==> src/rtl/snn_cmd_sequencer.sv <==
// snn_cmd_sequencer: plays a stored table of {addr, cmd, arg} commands onto the
// spiking network command bus, issues CLEAR, waits a fixed evaluation window and
// captures the network's out/out_time as a result.
//
// Handshake: start is a single-cycle request, accepted only in IDLE while done
// is low; busy is high from the accepted start until the cycle done pulses.
// tbl_we is accepted only while busy is low. Every output is a register.
module snn_cmd_sequencer #(
  parameter int INT_WIDTH   = 4,
  parameter int FLOAT_WIDTH = 2*INT_WIDTH,
  parameter int CMD_WIDTH   = 3,
  parameter int ADDR_WIDTH  = 3,
  parameter int DEPTH       = 16,
  parameter int PTR_WIDTH   = 4,
  parameter int WAIT_CYCLES = 35
) (
  input  logic                                     clk,
  input  logic                                     rst_n,
  input  logic                                     tbl_we,
  input  logic [PTR_WIDTH-1:0]                     tbl_waddr,
  input  logic [ADDR_WIDTH+CMD_WIDTH+FLOAT_WIDTH-1:0] tbl_wdata,
  input  logic [PTR_WIDTH:0]                       num_entries,
  input  logic                                     start,
  output logic                                     busy,
  output logic                                     done,
  output logic                                     result,
  output logic [31:0]                              result_time,
  output logic                                     spike_seen,
  output logic [ADDR_WIDTH-1:0]                    net_addr,
  output logic [CMD_WIDTH-1:0]                     net_cmd,
  output logic [FLOAT_WIDTH-1:0]                   net_cmd_arg,
  input  logic                                     net_out,
  input  logic [31:0]                              net_out_time
);

  localparam int TW    = ADDR_WIDTH + CMD_WIDTH + FLOAT_WIDTH;
  localparam int CNT_W = $clog2(WAIT_CYCLES + 1);

  localparam logic [CMD_WIDTH-1:0]  CMD_CLEAR = CMD_WIDTH'((1 << CMD_WIDTH) - 3);
  localparam logic [ADDR_WIDTH-1:0] ADDR_IDLE = '1;
  localparam logic [PTR_WIDTH:0]    DEPTH_L   = (PTR_WIDTH+1)'(DEPTH);
  localparam logic [CNT_W-1:0]      CNT_LOAD  = CNT_W'(WAIT_CYCLES - 1);

  typedef enum logic [2:0] {
    S_IDLE  = 3'd0,
    S_ISSUE = 3'd1,
    S_GAP   = 3'd2,
    S_CLEAR = 3'd3,
    S_WAIT  = 3'd4,
    S_DONE  = 3'd5
  } state_e;

  state_e state_q, state_d;

  logic [TW-1:0] tbl_q [DEPTH];

  logic                  busy_q, busy_d;
  logic                  done_q, done_d;
  logic                  result_q, result_d;
  logic [31:0]           rtime_q, rtime_d;
  logic                  seen_q, seen_d;
  logic [ADDR_WIDTH-1:0] addr_q, addr_d;
  logic [CMD_WIDTH-1:0]  cmd_q, cmd_d;
  logic [FLOAT_WIDTH-1:0] arg_q, arg_d;
  logic [PTR_WIDTH:0]    n_q, n_d;
  logic [PTR_WIDTH:0]    ptr_q, ptr_d;
  logic [CNT_W-1:0]      cnt_q, cnt_d;

  logic                  start_ok;
  logic [PTR_WIDTH:0]    n_clamp;
  logic [PTR_WIDTH:0]    ptr_inc;

  // A start coinciding with the done pulse is deliberately refused.
  assign start_ok = (state_q == S_IDLE) && start && !done_q;
  assign n_clamp  = (num_entries > DEPTH_L) ? DEPTH_L : num_entries;
  assign ptr_inc  = ptr_q + 1'b1;

  // Command table: plain RAM, no reset, writes locked out while a sequence runs.
  always_ff @(posedge clk) begin
    if (tbl_we && !busy_q && ({1'b0, tbl_waddr} < DEPTH_L)) begin
      tbl_q[tbl_waddr] <= tbl_wdata;
    end
  end

  // State register.
  always_ff @(posedge clk or negedge rst_n) begin
    if (!rst_n) begin
      state_q <= S_IDLE;
    end else begin
      state_q <= state_d;
    end
  end

  // Next-state logic.
  always_comb begin
    state_d = state_q;
    case (state_q)
      S_IDLE:  if (start_ok) state_d = (n_clamp != '0) ? S_ISSUE : S_CLEAR;
      S_ISSUE: state_d = S_GAP;
      S_GAP:   state_d = (ptr_inc < n_q) ? S_ISSUE : S_CLEAR;
      S_CLEAR: state_d = S_WAIT;
      S_WAIT:  if (cnt_q == '0) state_d = S_DONE;
      S_DONE:  state_d = S_IDLE;
      default: state_d = S_IDLE;
    endcase
  end

  // Output / datapath next values; the bus idles unless ISSUE or CLEAR drives it.
  always_comb begin
    busy_d   = busy_q;
    done_d   = 1'b0;
    result_d = result_q;
    rtime_d  = rtime_q;
    seen_d   = seen_q;
    addr_d   = ADDR_IDLE;
    cmd_d    = '0;
    arg_d    = arg_q;
    n_d      = n_q;
    ptr_d    = ptr_q;
    cnt_d    = cnt_q;
    case (state_q)
      S_IDLE: begin
        if (start_ok) begin
          n_d    = n_clamp;
          ptr_d  = '0;
          busy_d = 1'b1;
        end
      end
      S_ISSUE: begin
        {addr_d, cmd_d, arg_d} = tbl_q[ptr_q[PTR_WIDTH-1:0]];
      end
      S_GAP: begin
        ptr_d = ptr_inc;
      end
      S_CLEAR: begin
        cmd_d  = CMD_CLEAR;
        seen_d = 1'b0;
        cnt_d  = CNT_LOAD;
      end
      S_WAIT: begin
        seen_d = seen_q | net_out;
        if (cnt_q == '0) begin
          result_d = net_out;
          rtime_d  = net_out_time;
        end else begin
          cnt_d = cnt_q - 1'b1;
        end
      end
      S_DONE: begin
        done_d = 1'b1;
        busy_d = 1'b0;
      end
      default: ;
    endcase
  end

  // Registered outputs and sequencing registers.
  always_ff @(posedge clk or negedge rst_n) begin
    if (!rst_n) begin
      busy_q   <= 1'b0;
      done_q   <= 1'b0;
      result_q <= 1'b0;
      rtime_q  <= '0;
      seen_q   <= 1'b0;
      addr_q   <= ADDR_IDLE;
      cmd_q    <= '0;
      arg_q    <= '0;
      n_q      <= '0;
      ptr_q    <= '0;
      cnt_q    <= '0;
    end else begin
      busy_q   <= busy_d;
      done_q   <= done_d;
      result_q <= result_d;
      rtime_q  <= rtime_d;
      seen_q   <= seen_d;
      addr_q   <= addr_d;
      cmd_q    <= cmd_d;
      arg_q    <= arg_d;
      n_q      <= n_d;
      ptr_q    <= ptr_d;
      cnt_q    <= cnt_d;
    end
  end

  assign busy        = busy_q;
  assign done        = done_q;
  assign result      = result_q;
  assign result_time = rtime_q;
  assign spike_seen  = seen_q;
  assign net_addr    = addr_q;
  assign net_cmd     = cmd_q;
  assign net_cmd_arg = arg_q;

endmodule

==> config.mk <==
export PLATFORM = sky130hd
export DESIGN_NAME = snn_cmd_sequencer
export DESIGN_NICKNAME = d
export VERILOG_FILES = /design/src/rtl/snn_cmd_sequencer.sv
export SDC_FILE = /design/constraint.sdc
export NUM_CORES = 1
export LEC_CHECK = 0
export BUFFER_PORTS_ARGS = -buffer_cell sky130_fd_sc_hd__buf_2
export CAP_MARGIN = 20
export CELL_PAD_IN_SITES_DETAIL_PLACEMENT = 0
export CELL_PAD_IN_SITES_GLOBAL_PLACEMENT = 1
export CORE_MARGIN = 2
export CORE_UTILIZATION = 51
export CTS_CLUSTER_DIAMETER = 80
export DETAILED_ROUTE_END_ITERATION = 12
export GPL_TIMING_DRIVEN = 0
export PLACE_DENSITY = 0.86
export SLEW_MARGIN = 40
export SYNTH_ARGS = -nofsm -noshare
export SYNTH_HDL_FRONTEND = slang
export SYNTH_SLANG_ARGS = --single-unit
==> constraint.sdc <==
create_clock -name clk -period 3 [get_ports clk]
set_input_delay 0.6 -clock clk [delete_from_list [all_inputs] [get_ports clk]]
set_output_delay 0.6 -clock clk [all_outputs]
set_load 0.03 [all_outputs]
==> flow_summary.yaml, run 1 <==
status:
  status: "complete, no violations"
clocking:
  numCtsBuffers: 30
  cts_buffer_depth: 3
  cts-htree-levels: 1
  cts-root-buf: "clkbuf_16"
  clkTransAtPathRegs_ns: 0.06
  clock-sinks: 293
  cts_setup_buffers: 0
  cts_tree: "built"
  clock_latency_ns: 0.56
sta:
  finalMaxSlewViolations: 0
  post-route-min-period_ns: 2.69
  slew_headroom_pct: 48.9
  finalSetupTns_ns: 0
  fmax_mhz: 372
  setup_viol: 0
  rsz0062_at_grt: "no"
  tightest_slew_ns: 0.766
  finalHoldViolCount: 0
  fin_skew_ns: 0.0141
  finalCritPeriodShare_pct: 89.7
  fin_ws_ns: 0.309
drt:
  wl_per_cell_um: 23.0
  totalWireLength_um: 24400
  first_pass_iters: 5
  drc: 0
  drt_iter0_drc: 402
  vias_per_cell: 5.81
  vias: 6156
  detail-route-antenna-nets: 0
grt:
  first_global_vias: 6458
  grt_use_total_pct: 21.0
  overflow: 0
  grt_start_max_net_pins: 49
  antenna_found_initial: 0
  grt_pass1_wl_um: 37700
hold_path:
  min-delay-start: "net_out_time[25]"
  worstHoldPathType: "in2reg"
critical_path:
  required_ns: 3.48
  end_kind: "register"
  ff2ff_setup_slack_ns: 0.31
  r2r_start: "ptr_q[1]"
  critical_path_class: "reg2reg"
  arrival_ns: 3.17
  start_kind: "register"
  startpoint: "ptr_q[1]"
  cp_max_fo: 10
final_layout:
  layout_common_cells: "224 x edfxtp_1, 122 x buf_2, 66 x dfrtp_1"
  drive_above_1_share_pct: 34.7
  area_growth_syn_to_layout_pct: 20.2
  final_common_cell: "edfxtp_1"
  nNetsFinal: 821
  diodes: 0
  final_core_util_pct: 63.0
yosys:
  yosysWarningCount: 0
  syn_avg_cell_area_sq_um: 19.1
  synth_edf_count: 224
  async_flop_share_pct: 23.5
  synth_flop_cell: "edfxtp_1"
  synth_compound_area_share_pct: 2.99
  synth_xor_area_share_pct: 0.533
  yosys_register_bits: 293
  yosysSeqAreaShare_pct: 73.5
  syn-cell-area_sq_um: 11500
  synth_top_family_by_area: "multiplexers"
  yosys.area_share.simple_pct: 5.01
  synth-adder-area-share_pct: 0.652
  synth.area.mux_share_pct: 15.4
  synth.net_count: 668
  synth_cells: 602
  ys_types: 52
place:
  portBuffers: 109
  preCtsSetupSlack_ns: 0.147
  gp_congestion: 0.758
  post-dp-hpwl_um: 15600
floorplanning:
  core_sq_um: 22000
  die_x_um: 154
  dieArea_sq_um: 23800
  rows: 54
  ioPinCount: 110
  die_y_um: 154
  initial_core_util_pct: 52.4
pwr:
  power_mw: 12.7
  p_seq_share_pct: 39.8
  swShare_pct: 29.6
  internal-power_mw: 8.94
  power.share.clock_pct: 34.2
  vdd_drop_max_uv: 689
  p_leak_nw: 4.93
  powerDensity_nw_per_um2: 918
  switchingPower_mw: 3.76
  p_comb_share_pct: 26.1
job:
  cap_viol_max_count: 0
per-stage QoR:
stage | cell area, sq um | hold WS [ns] | cells
finish | 13800 | 0.261 | 1059
detailed placement | 12600 | 0.469 | 1002
CTS | 13800 | 0.245 | 1059
global placement | 12400 | 0.462 | 991
global route | 13800 | 0.253 | 1059
floorplan | 11500 | 0.304 | 602
power by group through the flow:
stage	clock network [mW]	logic, mW	registers, mW
2_1_floorplan	0	1.82	5.64
3_3_place_gp	0	3.22	5.10
3_5_place_dp	0	3.32	5.13
4_1_cts	4.42	3.34	5.05
5_1_grt	4.59	3.57	5.09
6_report	4.34	3.31	5.05
cell type report:
type / count / area [sq um]
sequential: 293 / 8460
fill: 1491 / 8130
multi-input combinational: 267 / 2950
clock buffer: 37 / 807
timing repair buffer: 121 / 659
clock inverter: 19 / 385
tap: 280 / 350
buffer: 29 / 170
inverter: 13 / 48.8
sequential cells by signal (all words and copies together) (netlist names), 5 cells and up:
signal       count
result_time     32
cnt_q            6
net_cmd_arg      8
ptr_q            5
tbl_q          224
n_q              5
logic make-up after synthesis:
| family | after synthesis |
|---|---|
| simple gates | 105 |
| buf+inv | 42 |
| xor+xnor | 7 |
| mux | 97 |
| fa+ha+maj | 6 |
| flops | 293 |
| compound gates | 52 |
routing by layer:
metal  vias to the layer above  GRT usage (%)  share of wire (%)
met4                         0           6.01                2.6
met1                      3145           28.4                 41
met5                         -              0                  0
met3                        44           3.73                6.2
met2                       259           35.7                 50
li1                       2708              -                  -
cell usage after synthesis, types with 3 or more instances:
library cell	count	share of area [%]
xor2_1	3	0.23
clkbuf_1	10	0.33
inv_1	13	0.42
mux4_1	7	1.6
mux2i_1	5	0.43
or2_1	3	0.16
nand3_1	12	0.52
mux4_2	52	10
mux2_2	3	0.29
mux2_1	30	2.9
o22ai_1	4	0.22
ha_1	6	0.65
edfxtp_1	224	58
dfstp_2	3	0.69
nor2_1	23	0.75
dfrtp_1	66	14
nor2b_1	3	0.16
buf_1	4	0.13
o211ai_1	11	0.72
nor3_1	5	0.22
a22oi_1	8	0.52
o21ai_0	12	0.52
nand2_1	21	0.69
nand3b_1	5	0.33
nand2b_1	16	0.87
a21oi_1	6	0.26
buf_2	8	0.35
buf_6	4	0.39
xnor2_1	4	0.30
worst paths after layout:
kind / endpoint / cells after the start
setup / recovery: state_q[1] / 8
hold / removal: result_time[25] / 2
setup reg to reg: state_q[1] / 8
hold reg to reg: result_time[1] / 1
max in group asynchronous: net_addr[2] / 3
min in group asynchronous: net_cmd_arg[2] / 2
critical path, stage by stage, from the launching register on:
cell and delay, ns:
dfrtp_1 0.46, buf_2 0.44, clkbuf_1 0.52, nand3_1 0.18, xnor2_1 0.18, ha_1 0.33, a21oi_1 0.07, a211o_1 0.30
a21oi_1 0.13
what timing repair did:
item / CTS / global route
setup endpoints to repair: 0 / 1
endpoints found under the hold margin: 21 / 0
hold buffers: 1 / 0
gates resized for setup: 0 / 1
(Power assumes the default switching activity.)
==> run 2: changes to the inputs <==
--- a/config.mk
+++ b/config.mk
@@ -15,7 +15,7 @@
 export DETAILED_ROUTE_END_ITERATION = 12
 export GPL_TIMING_DRIVEN = 0
 export PLACE_DENSITY = 0.86
-export SLEW_MARGIN = 40
+export SLEW_MARGIN = 20
 export SYNTH_ARGS = -nofsm -noshare
 export SYNTH_HDL_FRONTEND = slang
 export SYNTH_SLANG_ARGS = --single-unit
==> constraint.sdc (replaced) <==
create_clock -name clk -period 2.6 [get_ports clk]
set_input_delay 0.52 -clock clk [delete_from_list [all_inputs] [get_ports clk]]
set_output_delay 0.52 -clock clk [all_outputs]
set_load 0.03 [all_outputs]
==> flow_summary.yaml, run 2 (synthesis results as in run 1) <==
drt:
  vias: 6131
  drc: 0
  totalWireLength_um: 24100
  vias_per_cell: 5.77
  detail-route-antenna-nets: 0
  drt_iter0_drc: 476
  top_layer: "met4"
  first_pass_iters: 5
  dr_wl_met2_um: 12100
  route.met3.wl_um: 1600
  wl_per_cell_um: 22.7
  routedLengthMet1_um: 9670
final_layout:
  nNetsFinal: 826
  largest_register_ff_count: 224
  area_growth_syn_to_layout_pct: 19.0
  drive_above_1_share_pct: 34.7
  layout_common_cells: "224 x edfxtp_1, 118 x buf_2, 66 x dfrtp_1"
  top_register: "tbl_q"
  final_core_util_pct: 62.3
  diodes: 0
  fin_area_sq_um: 13700
  final_common_cell: "edfxtp_1"
  fillers: 1490
  stdcell_count: 1063
pwr:
  p_comb_share_pct: 27.4
  power.share.clock_pct: 30.5
  internal-power_mw: 9.64
  vdd_drop_max_uv: 920
  swShare_pct: 30.3
  p_seq_share_pct: 42.1
  p_leak_nw: 4.90
  switchingPower_mw: 4.19
  powerDensity_nw_per_um2: 1010
place:
  gp_congestion: 0.758
  placed_cells: 1009
  placed_area_sq_um: 12700
  portBuffers: 109
  preCtsSetupSlack_ns: -0.277
  post-dp-hpwl_um: 16500
hold_path:
  min-delay-start: "net_out_time[28]"
  worstHoldPathType: "in2reg"
sta:
  finalCritPeriodShare_pct: 93.9
  rsz0062_at_grt: "no"
  post-route-min-period_ns: 2.44
  finalHoldViolCount: 0
  fin_skew_ns: 0.0105
  fin_ws_ns: 0.159
  finalMaxSlewViolations: 0
  setup_viol: 0
  tightest_slew_ns: 0.874
  fmax_mhz: 410
  hold_slack_ns: 0.196
  slew_headroom_pct: 41.7
clocking:
  clkTransAtPathRegs_ns: 0.06
  cts-root-buf: "clkbuf_16"
  numCtsBuffers: 29
  cts-htree-levels: 1
  clock-sinks: 293
  clock_latency_ns: 0.54
  cts_buffer_depth: 3
  cts_tree: "built"
critical_path:
  r2r_start: "busy"
  arrival_ns: 2.68
  crit_chain: "nand2b_1, or3_1, nor3_2, buf_4"
  startpoint: "busy"
  cp_top_family: "simple AND/OR/NAND/NOR gates"
  required_ns: 2.84
  cp_max_fo: 8
  end_kind: "register"
  cpMaxStageDelayCell: "nor3_2"
  critical_path_class: "reg2reg"
  ff2ff_setup_slack_ns: 0.16
  path_buf_inv: 1
  start_kind: "register"
  critPathMaxStageDelay_ns: 0.67
floorplanning:
  dieArea_sq_um: 23800
  rows: 54
  die_y_um: 154
  initial_core_util_pct: 52.4
  ioPinCount: 110
  die_x_um: 154
  core_sq_um: 22000
grt:
  antenna_found_initial: 0
  grt_pass1_wl_um: 37300
  first_global_vias: 6425
  grt_use_total_pct: 20.8
  grt_start_max_net_pins: 49
  overflow: 0
status:
  status: "complete, no violations"
job:
  cap_viol_max_count: 0
-- run 2: stage by stage --
step / setup TNS, ns / power, mW
finish: 0 / 13.8
global route: 0 / 14.5
CTS: 0 / 14.0
detailed placement: -0.277 / 9.74
global placement: -57.64 / 9.60
floorplan: 0 / 8.60
-- run 2: path summary, 6_finish.rpt --
kind / end / cells past startpoint
setup reg to reg: tbl_q[0][0] / 4
hold reg to reg: result_time[28] / 1
setup / recovery: tbl_q[0][0] / 4
max in group asynchronous: net_addr[2] / 3
hold / removal: result_time[28] / 2
min in group asynchronous: result_time[1] / 2
-- run 2: repair_timing --
item | 4_1_cts | 5_1_grt
resized for setup | 2 | 0
endpoints found under the hold margin | 21 | 0
hold buffers | 1 | 0
endpoints found under the setup margin | 1 | 0
setup buffers | 0 | 0
-- run 2: routing by layer --
| metal | up-vias | GRT usage, % |
|---|---|---|
| met5 | - | 0 |
| met4 | 0 | 5.79 |
| met3 | 48 | 3.05 |
| met2 | 251 | 35.8 |
| met1 | 3120 | 28.1 |
| li1 | 2712 | - |
-- run 2: layout make-up --
type,count,area [sq um],share of cell area [%]
Sequential cell,293,8460,61.8
Multi-Input combinational cell,267,2890,21.1
Clock buffer,41,840,6.13
Timing Repair Buffer,128,792,5.79
Tap cell,280,350,2.56
Buffer,28,166,1.22
Clock inverter,13,145,1.06
Inverter,13,48.8,0.356
-- run 2: worst register-to-register path, delay by kind of cell, from the launching register on --
family / cells / cell delay [ns]
buffers and inverters: 1 / 0.34
DFF: 1 / 0.47
and+or+nand+nor: 3 / 1.32
-- run 2: power by group through the flow --
stage / registers [mW] / logic (mW) / clock network [mW]
3_3_place_gp: 5.88 / 3.71 / 0
6_report: 5.82 / 3.80 / 4.21
4_1_cts: 5.82 / 3.83 / 4.29
2_1_floorplan: 6.51 / 2.10 / 0
3_5_place_dp: 5.91 / 3.82 / 0
5_1_grt: 5.88 / 4.10 / 4.48
==> run 3: changes to the inputs <==
--- a/config.mk
+++ b/config.mk
@@ -5,16 +5,17 @@
 export SDC_FILE = /design/constraint.sdc
 export NUM_CORES = 1
 export LEC_CHECK = 0
+export ABC_AREA = 1
 export BUFFER_PORTS_ARGS = -buffer_cell sky130_fd_sc_hd__buf_2
 export CAP_MARGIN = 20
 export CELL_PAD_IN_SITES_DETAIL_PLACEMENT = 0
 export CELL_PAD_IN_SITES_GLOBAL_PLACEMENT = 1
 export CORE_MARGIN = 2
-export CORE_UTILIZATION = 51
+export CORE_UTILIZATION = 43
 export CTS_CLUSTER_DIAMETER = 80
 export DETAILED_ROUTE_END_ITERATION = 12
 export GPL_TIMING_DRIVEN = 0
-export PLACE_DENSITY = 0.86
+export PLACE_DENSITY = 0.83
 export SLEW_MARGIN = 20
 export SYNTH_ARGS = -nofsm -noshare
 export SYNTH_HDL_FRONTEND = slang
==> constraint.sdc (replaced) <==
create_clock -name clk -period 2.18 [get_ports clk]
set_input_delay 0.436 -clock clk [delete_from_list [all_inputs] [get_ports clk]]
set_output_delay 0.436 -clock clk [all_outputs]
set_load 0.03 [all_outputs]
==> flow_summary.yaml, run 3 <==
status:
  status: "complete, no violations"
critical_path:
  arrival_ns: 2.56
  critical_path_class: "reg2reg"
  critPathMaxStageDelay_ns: 0.56
  crit_chain: "clkbuf_1, nor2_1, nor2_1, ha_1, a21oi_1, o21ai_0, o21ai_1, a21oi_2"
  startpoint: "ptr_q[2]"
  crit_top_cell: "nor2_1"
  cpMaxStageDelayCell: "clkbuf_1"
  cp_max_fo: 10
  start_kind: "register"
  required_ns: 2.58
  r2r_start: "ptr_q[2]"
  end_kind: "register"
place:
  placed_area_sq_um: 13100
  post-dp-hpwl_um: 19500
  portBuffers: 109
  placed_cells: 1579
  gp_congestion: 0.833
  preCtsSetupSlack_ns: -0.313
final_layout:
  layout_common_cells: "357 x nand2_1, 224 x edfxtp_1, 189 x nand3_1"
  nNetsFinal: 1306
  stdcell_count: 1639
  final_core_util_pct: 51.9
  register_area_sq_um: 8460
  drive_above_1_share_pct: 18.6
  fillers: 2372
  top_register: "tbl_q"
  final_common_cell: "nand2_1"
  area_growth_syn_to_layout_pct: 19.5
  fin_area_sq_um: 14300
  diodes: 0
  largest_register_ff_count: 224
  multiInputGateArea_sq_um: 3190
pwr:
  p_leak_nw: 5.76
  power_mw: 17.7
  vdd_drop_max_uv: 692
  powerDensity_nw_per_um2: 1240
yosys:
  yosysMostFrequentCell: "nand2_1"
  yosys_register_bits: 293
  synth_area_leaders: "edfxtp_1 56%, dfrtp_1 14%, nand2_1 11%"
  synth_cells: 1086
  synth.net_count: 1152
  synth_edf_count: 224
  synth_flop_cell: "edfxtp_1"
  yosysWarningCount: 0
  yosysSeqAreaShare_pct: 70.7
  async_flop_share_pct: 23.5
  ys_types: 30
  synth.top_cell.area_share_pct: 56.2
  synth_common_cells: "357 x nand2_1, 224 x edfxtp_1, 189 x nand3_1, 84 x nor2_1, 66 x dfrtp_1"
  yosysTopAreaCell: "edfxtp_1"
  syn_avg_cell_area_sq_um: 11.0
  syn-cell-area_sq_um: 12000
grt:
  grt_use_total_pct: 20.5
  grt_pass1_wl_um: 44900
  overflow: 0
  first_global_vias: 8038
  grt_start_max_net_pins: 51
  antenna_found_initial: 0
clocking:
  clock-sinks: 293
  numCtsBuffers: 34
  clkTransAtPathRegs_ns: 0.06
  cts_tree: "built"
  cts-root-buf: "clkbuf_16"
  clock_latency_ns: 0.51
  cts-htree-levels: 2
  cts_buffer_depth: 3
sta:
  slew_headroom_pct: 54.0
  setup_viol: 0
  hold_slack_ns: 0.152
  finalCritPeriodShare_pct: 98.8
  fmax_mhz: 464
  fin_skew_ns: 0.0163
  post-route-min-period_ns: 2.15
  rsz0062_at_grt: "yes"
  fin_ws_ns: 0.0264
  finalMaxSlewViolations: 0
  tightest_slew_ns: 0.690
  finalSetupTns_ns: 0
  finalHoldViolCount: 0
drt:
  first_pass_iters: 5
  vias: 8491
  vias_per_cell: 5.18
  totalWireLength_um: 29900
  drt_iter0_drc: 895
  detail-route-antenna-nets: 0
  drc: 0
  wl_per_cell_um: 18.2
floorplanning:
  die_x_um: 171
  die_y_um: 171
  ioPinCount: 110
  rows: 61
  initial_core_util_pct: 43.4
  core_sq_um: 27600
  dieArea_sq_um: 29200
hold_path:
  worstHoldPathType: "in2reg"
  min-delay-start: "net_out_time[16]"
job:
  cap_viol_max_count: 0
run 3: final cells by class:
type	instances	share of cell area (%)
Sequential cell	293	59.1
Multi-Input combinational cell	704	22.3
Clock buffer	48	6.68
Timing Repair Buffer	119	5.04
Tap cell	378	3.31
Buffer	57	2.14
Inverter	31	0.814
Clock inverter	9	0.534
run 3: final timing paths:
check                                        to  slack [ns]  cells after the start
worst max-delay path                 state_q[1]        0.03                      8
worst min-delay path            result_time[16]        0.15                      3
worst max register to register       state_q[1]        0.03                      8
worst min register to register   result_time[0]        0.46                      2
max in group asynchronous           net_addr[0]        1.23                      3
min in group asynchronous        net_cmd_arg[5]        0.35                      2
run 3: repair_timing:
item	in CTS	in global routing
hold buffers	1	0
setup endpoints to repair	143	53
gates resized for setup	10	9
endpoints found under the hold margin	19	0
buffers inserted	0	3
pin swaps	0	1
run 3: kinds of logic after synthesis:
kind of cell / count (synthesis) / share of synthesized area [%]
AOI/OAI and AO/OA: 52 / 2.37
adders and majority gates: 6 / 0.627
DFF: 293 / 70.7
xor gates and xnor gates: 5 / 0.366
buffers and inverters: 89 / 3.56
and+or+nand+nor: 641 / 22.4
run 3: metal layers:
metal / up-vias / share of wire (%) / track usage, %
met3: 61 / 9.2 / 4.00
met1: 4023 / 42 / 27.6
met5: - / 0 / 0
met2: 392 / 45 / 32.8
met4: 0 / 3.5 / 8.29
li1: 4015 / - / -
run 3: power by group:
part	internal, mW	total (mW)	switching (mW)
registers	6.64	6.96	0.323
clock network	3.07	5.26	2.18
logic	1.57	5.50	3.93
run 3: worst max-delay path, delay by kind of cell (launching register included):
family | cells | cell delay [ns]
adder cells (fa/ha/maj) | 1 | 0.26
buffers and inverters | 1 | 0.56
AO/OA/AOI/OAI | 4 | 0.44
AND/OR/NAND/NOR | 2 | 0.30
flip-flops | 1 | 0.46
